[src/rtl/fifo_to_axis_master_if.sv]
// fifo_to_axis_master_if: FIFO read port plus AXI-Stream master bus for fifo_to_axis_master.
// Optional macro FIFO_TO_AXIS_LAST_EN adds the m_axis_last signal.
interface fifo_to_axis_master_if #(
   parameter int unsigned data_width = 32
);
   logic                  fifo_ren;
   logic [data_width-1:0] fifo_dout;
   logic                  fifo_empty_n;
   logic [data_width-1:0] m_axis_data;
   logic                  m_axis_valid;
   logic                  m_axis_ready;
`ifdef FIFO_TO_AXIS_LAST_EN
   logic                  m_axis_last;
`endif

   // Adapter side: drives the FIFO read enable and the stream.
   modport master (
`ifdef FIFO_TO_AXIS_LAST_EN
      output m_axis_last,
`endif
      output fifo_ren,
      input  fifo_dout,
      input  fifo_empty_n,
      output m_axis_data,
      output m_axis_valid,
      input  m_axis_ready
   );

   // FIFO and stream sink side.
   modport slave (
`ifdef FIFO_TO_AXIS_LAST_EN
      input  m_axis_last,
`endif
      input  fifo_ren,
      output fifo_dout,
      output fifo_empty_n,
      input  m_axis_data,
      input  m_axis_valid,
      output m_axis_ready
   );
endinterface

[src/rtl/fifo_to_axis_master.sv]
// fifo_to_axis_master: read-side stage behind a standard-mode (read latency 1) synchronous FIFO.
// A 3-entry buffer reserves a slot whenever a read is issued, so the stream runs one beat per
// cycle and m_axis_ready never reaches fifo_ren combinationally.
// Optional macro FIFO_TO_AXIS_LAST_EN adds m_axis_last, asserted on every pkt_beats-th beat.
// simulation_delay is kept for interface compatibility; the RTL carries no delays.
module fifo_to_axis_master #(
   parameter int unsigned data_width       = 32,
   parameter int unsigned pkt_beats        = 16,
   parameter real         simulation_delay = 1.0
) (
   input logic                   clk,
   input logic                   rst,
   fifo_to_axis_master_if.master bus
);

   // Elaboration-time sanity checks on the configuration.
   if (pkt_beats < 1) begin : g_bad_pkt_beats
      $error("fifo_to_axis_master: pkt_beats must be >= 1");
   end
   if (simulation_delay < 0.0) begin : g_bad_sim_delay
      $error("fifo_to_axis_master: simulation_delay must be non-negative");
   end

   logic [data_width-1:0] mem_q [0:2];
   logic [1:0]            occ_q, occ_d;
   logic                  inflight_q;
   logic [1:0]            wptr_q, rptr_q;
   logic                  ren;
   logic                  valid;
   logic                  pop;

   // Modulo-3 pointer increment: 2 wraps to 0.
   function automatic logic [1:0] ptr_inc(input logic [1:0] p);
      return (p == 2'd2) ? 2'd0 : p + 2'd1;
   endfunction

   // Read issue and pop decode; ren only looks at state and empty_n, never at ready.
   always_comb begin
      valid = (occ_q != 2'd0);
      pop   = valid & bus.m_axis_ready;
      // rst gating keeps ren low while the shared FIFO is being cleared.
      ren   = ~rst & bus.fifo_empty_n & ((occ_q + 2'(inflight_q)) < 2'd3);
      occ_d = occ_q + 2'(inflight_q) - 2'(pop);
   end

   assign bus.fifo_ren     = ren;
   assign bus.m_axis_valid = valid;
   assign bus.m_axis_data  = mem_q[rptr_q];

   // Occupancy, in-flight flag and pointers; reset discards buffered and in-flight words.
   always_ff @(posedge clk) begin
      if (rst) begin
         occ_q      <= 2'd0;
         inflight_q <= 1'b0;
         wptr_q     <= 2'd0;
         rptr_q     <= 2'd0;
      end else begin
         occ_q      <= occ_d;
         inflight_q <= ren;
         if (inflight_q) begin
            wptr_q <= ptr_inc(wptr_q);
         end
         if (pop) begin
            rptr_q <= ptr_inc(rptr_q);
         end
      end
   end

   // Capture the FIFO word one cycle after its read was issued.
   always_ff @(posedge clk) begin
      if (!rst && inflight_q) begin
         mem_q[wptr_q] <= bus.fifo_dout;
      end
   end

`ifdef FIFO_TO_AXIS_LAST_EN
   localparam int unsigned cnt_w = (pkt_beats > 1) ? $clog2(pkt_beats) : 1;
   localparam logic [cnt_w-1:0] last_cnt = cnt_w'(pkt_beats - 1);

   logic [cnt_w-1:0] beat_cnt_q;

   // Beat position within the packet; only accepted beats advance it.
   always_ff @(posedge clk) begin
      if (rst) begin
         beat_cnt_q <= '0;
      end else if (pop) begin
         beat_cnt_q <= (beat_cnt_q == last_cnt) ? '0 : beat_cnt_q + 1'b1;
      end
   end

   assign bus.m_axis_last = (beat_cnt_q == last_cnt) & valid;
`endif

endmodule

[src/flat_wrapper.sv]
// flat-port wrapper written by rule: the top's interface ports become plain ports
module fifo_to_axis_master_flat 
#(
   parameter int unsigned data_width       = 32,
   parameter int unsigned pkt_beats        = 16,
   parameter real         simulation_delay = 1.0
)
  (clk, rst, bus_fifo_ren, bus_fifo_dout, bus_fifo_empty_n, bus_m_axis_data, bus_m_axis_valid, bus_m_axis_ready);
  fifo_to_axis_master_if #(.data_width(data_width)) bus_i ();
  input logic clk;
  input logic rst;
  output wire logic [$bits(bus_i.fifo_ren)-1:0] bus_fifo_ren;
  input wire logic [$bits(bus_i.fifo_dout)-1:0] bus_fifo_dout;
  input wire logic [$bits(bus_i.fifo_empty_n)-1:0] bus_fifo_empty_n;
  output wire logic [$bits(bus_i.m_axis_data)-1:0] bus_m_axis_data;
  output wire logic [$bits(bus_i.m_axis_valid)-1:0] bus_m_axis_valid;
  input wire logic [$bits(bus_i.m_axis_ready)-1:0] bus_m_axis_ready;
  assign bus_fifo_ren = bus_i.fifo_ren;
  assign bus_i.fifo_dout = bus_fifo_dout;
  assign bus_i.fifo_empty_n = bus_fifo_empty_n;
  assign bus_m_axis_data = bus_i.m_axis_data;
  assign bus_m_axis_valid = bus_i.m_axis_valid;
  assign bus_i.m_axis_ready = bus_m_axis_ready;
  fifo_to_axis_master #(.data_width(data_width), .pkt_beats(pkt_beats), .simulation_delay(simulation_delay)) u_core (.clk(clk), .rst(rst), .bus(bus_i));
endmodule
[config.mk]
export PLATFORM = sky130hd
export DESIGN_NAME = fifo_to_axis_master_flat
export DESIGN_NICKNAME = d
export VERILOG_FILES = /design/src/rtl/fifo_to_axis_master_if.sv /design/src/rtl/fifo_to_axis_master.sv /design/src/flat_wrapper.sv
export SDC_FILE = /design/constraint.sdc
export NUM_CORES = 1
export LEC_CHECK = 0
export BUFFER_PORTS_ARGS = -buffer_cell sky130_fd_sc_hd__buf_2
export CAP_MARGIN = 20
export CORE_UTILIZATION = 50
export CTS_CLUSTER_DIAMETER = 120
export DETAILED_ROUTE_END_ITERATION = 8
export GPL_ROUTABILITY_DRIVEN = 0
export MAX_ROUTING_LAYER = met4
export PLACE_DENSITY = 0.75
export SLEW_MARGIN = 20
export SYNTH_ARGS = -nofsm -noshare
export SYNTH_HDL_FRONTEND = slang
export SYNTH_SLANG_ARGS = --single-unit
[constraint.sdc]
create_clock -name clk -period 4.14 [get_ports clk]
set_input_delay 0.414 -clock clk [delete_from_list [all_inputs] [get_ports clk]]
set_output_delay 0.414 -clock clk [all_outputs]
set_load 0.005 [all_outputs]
==> impl_results.md <==
- Status: finished clean
- Total CTS buffers: 9
- R2R Path End: u_core.mem_q[0][22]$_DFFE_PP_
- N_diodes: 0
- Total Wirelength: 6170 um
- Clock Power Share: 0.285
- Syn avg cell area: 16.4 um^2
- Minimum clock period: between 2 and 2.5 ns
- Clock sinks: 105
- Nets@finish: 351
- Setup CP Type: register to output port
- Clk_lat worst skew: 0.35 ns
- Die H: 91.0 um
- Worst-Margin Slew: 1.05 ns
- Vias in the first global route: 2,007
- Crit Reg-Reg Startpoint: u_core.inflight_q$_SDFF_PP0_
- CP Launch Type: register
- Worst Hold Path Cells: 1
- Pre-Repair DR Iteration Count: 4
- Switching power: about 0.00056 W
- Post-CTS sizing: 0
- H-Tree Depth: 3
- Required @ worst endpoint: 3.73 ns
- Layout Area Growth over Synthesis: 16.4%
- RSZ-0062 raised after global routing: false
- Root Driver: clkbuf_8
- Filler cells: 616
- Worst-path clk slew: 0.09 ns
- CP endpoint: bus_m_axis_data[29]
- # hold bufs at CTS: 0
- R2R Setup Slk: about 2.2 ns
- DR iter-0 viols: 84
- Row count: 32
- Endpoints failing setup: 0
- Die width: 91.0 um
- Synthesized area: 0.00396 mm^2
- Int Pwr: 0.00175 W
- Crit. End Element: output port
- Drt via density: 5.04
- First-pass GRT wire length: 9450 um
- Dpl hpwl: about 3700 um
- Port Buffers: just under 70
- Most frequent cells in the layout: edfxtp_1 (96), buf_2 (69), mux2i_1 (33), nand2_1 (33), o21ai_1 (30)
- DR DRC count: 0
- Pre-CTS setup slack: roughly 2.0 ns
- Grt total ovfl: 0
- Routed Antenna Nets: 0
- Die Area: 0.00829 mm^2
- Post-Syn Instances: roughly 240
- Setup Skew: 0.00831 ns
- Largest net degree at the start of global routing: 65
- PnR worst setup slack: around 1.7 ns
- Slew Limit Fails: 0
- Core Area: 0.00769 mm^2
- Synth Warn #: 0
- F_max: 0.409 GHz
- Fin crit share: 0.591
- CTS tree: yes
- Share of layout cells above drive strength 1: 0.302
- Synthesized net count: 280
- Final Hold Viols: 0
- Logic pwr share: 0.155
- Net Sw Frac: 0.242
- Reg power frac: 0.561
- Post-synthesis sequential area ratio: 0.773
- Top Ports: 70
- Post CTS Setup Buffer Count: 0
- Rel. slew slack: 0.300
- Lkg Pwr: 1.57 nW
- Yosys reg bits: 105
- Vias post-DR: approximately 2.1k
- Synth unique cells: 26
- Wire per inst: around 15 um
- Initial Utilization: 0.515
- Total of max-cap violations: 0
- Maximum vdd ir drop: 0.225 mV
- Total track usage: 0.160
- Setup TNS: 0 ns
- Worst-path maximum fanout: 32
- Max Root-Sink Buffers: 2
- CP arrival: 2.03 ns
- Pwr dens: approximately 500 mW/mm^2
- Initial antenna violation count: 0
- Most common cell after layout, fill and taps aside: edfxtp_1
- Hold Crit Class: primary input to register
- Reg2Reg Depth: 2
[state kept, by name (all words and copies together) (netlist names), named ones only]
name               count
u_core.rptr_q          2
u_core.occ_q           2
u_core.mem_q          96
u_core.wptr_q          2
u_core.inflight_q      1
[power groups by stage]
stage | clock network [W] | logic [W] | registers (W)
after floorplan | 0 | 0.000309 | 0.00124
after global placement | 0 | 0.000351 | 0.00132
after detailed placement | 0 | 0.000362 | 0.00132
after CTS | 0.000664 | 0.000364 | 0.00130
after global routing | 0.000701 | 0.000396 | 0.00131
final | 0.000657 | 0.000357 | 0.00129
[per-stage QoR]
stage	power (W)	util	std cells	area, um^2	hold WS [ns]
floorplan	0.00155	-	242	3970	0.473
global placement	0.00167	0.572	404	4400	0.485
detailed placement	0.00168	0.572	404	4400	0.498
CTS	0.00233	0.599	420	4610	0.245
global route	0.00240	0.600	420	4610	0.243
finish	0.00231	0.600	420	4610	0.255
[final cells by class]
| type | count | area, um^2 | area share |
|---|---|---|---|
| clock buffers | 10 | 128 | 0.0277 |
| clock inverters | 6 | 82.6 | 0.0179 |
| inverters | 1 | 3.75 | 0.000814 |
| flip-flops and latches | 105 | 3070 | 0.665 |
| repair buffers | 72 | 368 | 0.0798 |
| multi-input cells | 124 | 833 | 0.181 |
| well taps | 102 | 128 | 0.0277 |
[worst max-delay path, stage by stage (launching register included)]
cell and delay (ns):
dfxtp_2 1.03, mux2i_1 0.17, o21ai_0 0.29, buf_2 0.17
[per-layer routing]
layer  global-route usage  vias to the layer above  wire [um]
met5                    -                        -          0
met4               0.0688                        0        115
met3               0.0402                       10        274
met2                0.268                       50       3110
met1                0.185                     1011       2670
li1                     -                     1045          -
[synthesized netlist by cell type (all sizes together)]
cell type | instances | area share
a21oi | 4 | 0.0060
o21a | 1 | 0.0022
nand2 | 33 | 0.031
nor4b | 1 | 0.0022
o21ai | 32 | 0.040
clkbuf | 4 | 0.0038
edfxtp | 96 | 0.73
nand3b | 1 | 0.0019
nor2b | 2 | 0.0032
nand2b | 4 | 0.0063
buf | 8 | 0.019
or2 | 1 | 0.0016
dfxtp | 9 | 0.045
nor2 | 3 | 0.0028
xor2 | 1 | 0.0022
ha | 2 | 0.0063
or3b | 2 | 0.0044
mux2i | 33 | 0.083
nor3 | 2 | 0.0025
inv | 1 | 0.00095
mux2 | 2 | 0.0066
[logic make-up (layout without fill, tap and decap cells)]
family,count (synthesis),count (layout),synth area share
DFF,105,105,0.773
and+or+nand+nor,49,49,0.0562
muxes,35,35,0.0900
xor gates and xnor gates,1,1,0.00221
AOI/OAI and AO/OA,37,37,0.0486
adders and majority gates,2,2,0.00631
buffers and inverters,13,89,0.0237
[worst min-delay path by stage]
stage	start	end	slack, ns
detailed placement	u_core.rptr_q[1]$_SDFFE_PP0N_	register	0.50
finish	bus_fifo_dout[25]	u_core.mem_q[1][25]$_DFFE_PP_	0.25
floorplan	u_core.rptr_q[1]$_SDFFE_PP0N_	register	0.47
CTS	bus_fifo_dout[24]	u_core.mem_q[2][24]$_DFFE_PP_	0.25
global route	bus_fifo_dout[22]	u_core.mem_q[2][22]$_DFFE_PP_	0.24
global placement	u_core.rptr_q[1]$_SDFFE_PP0N_	register	0.49
(Power assumes the default switching activity.)
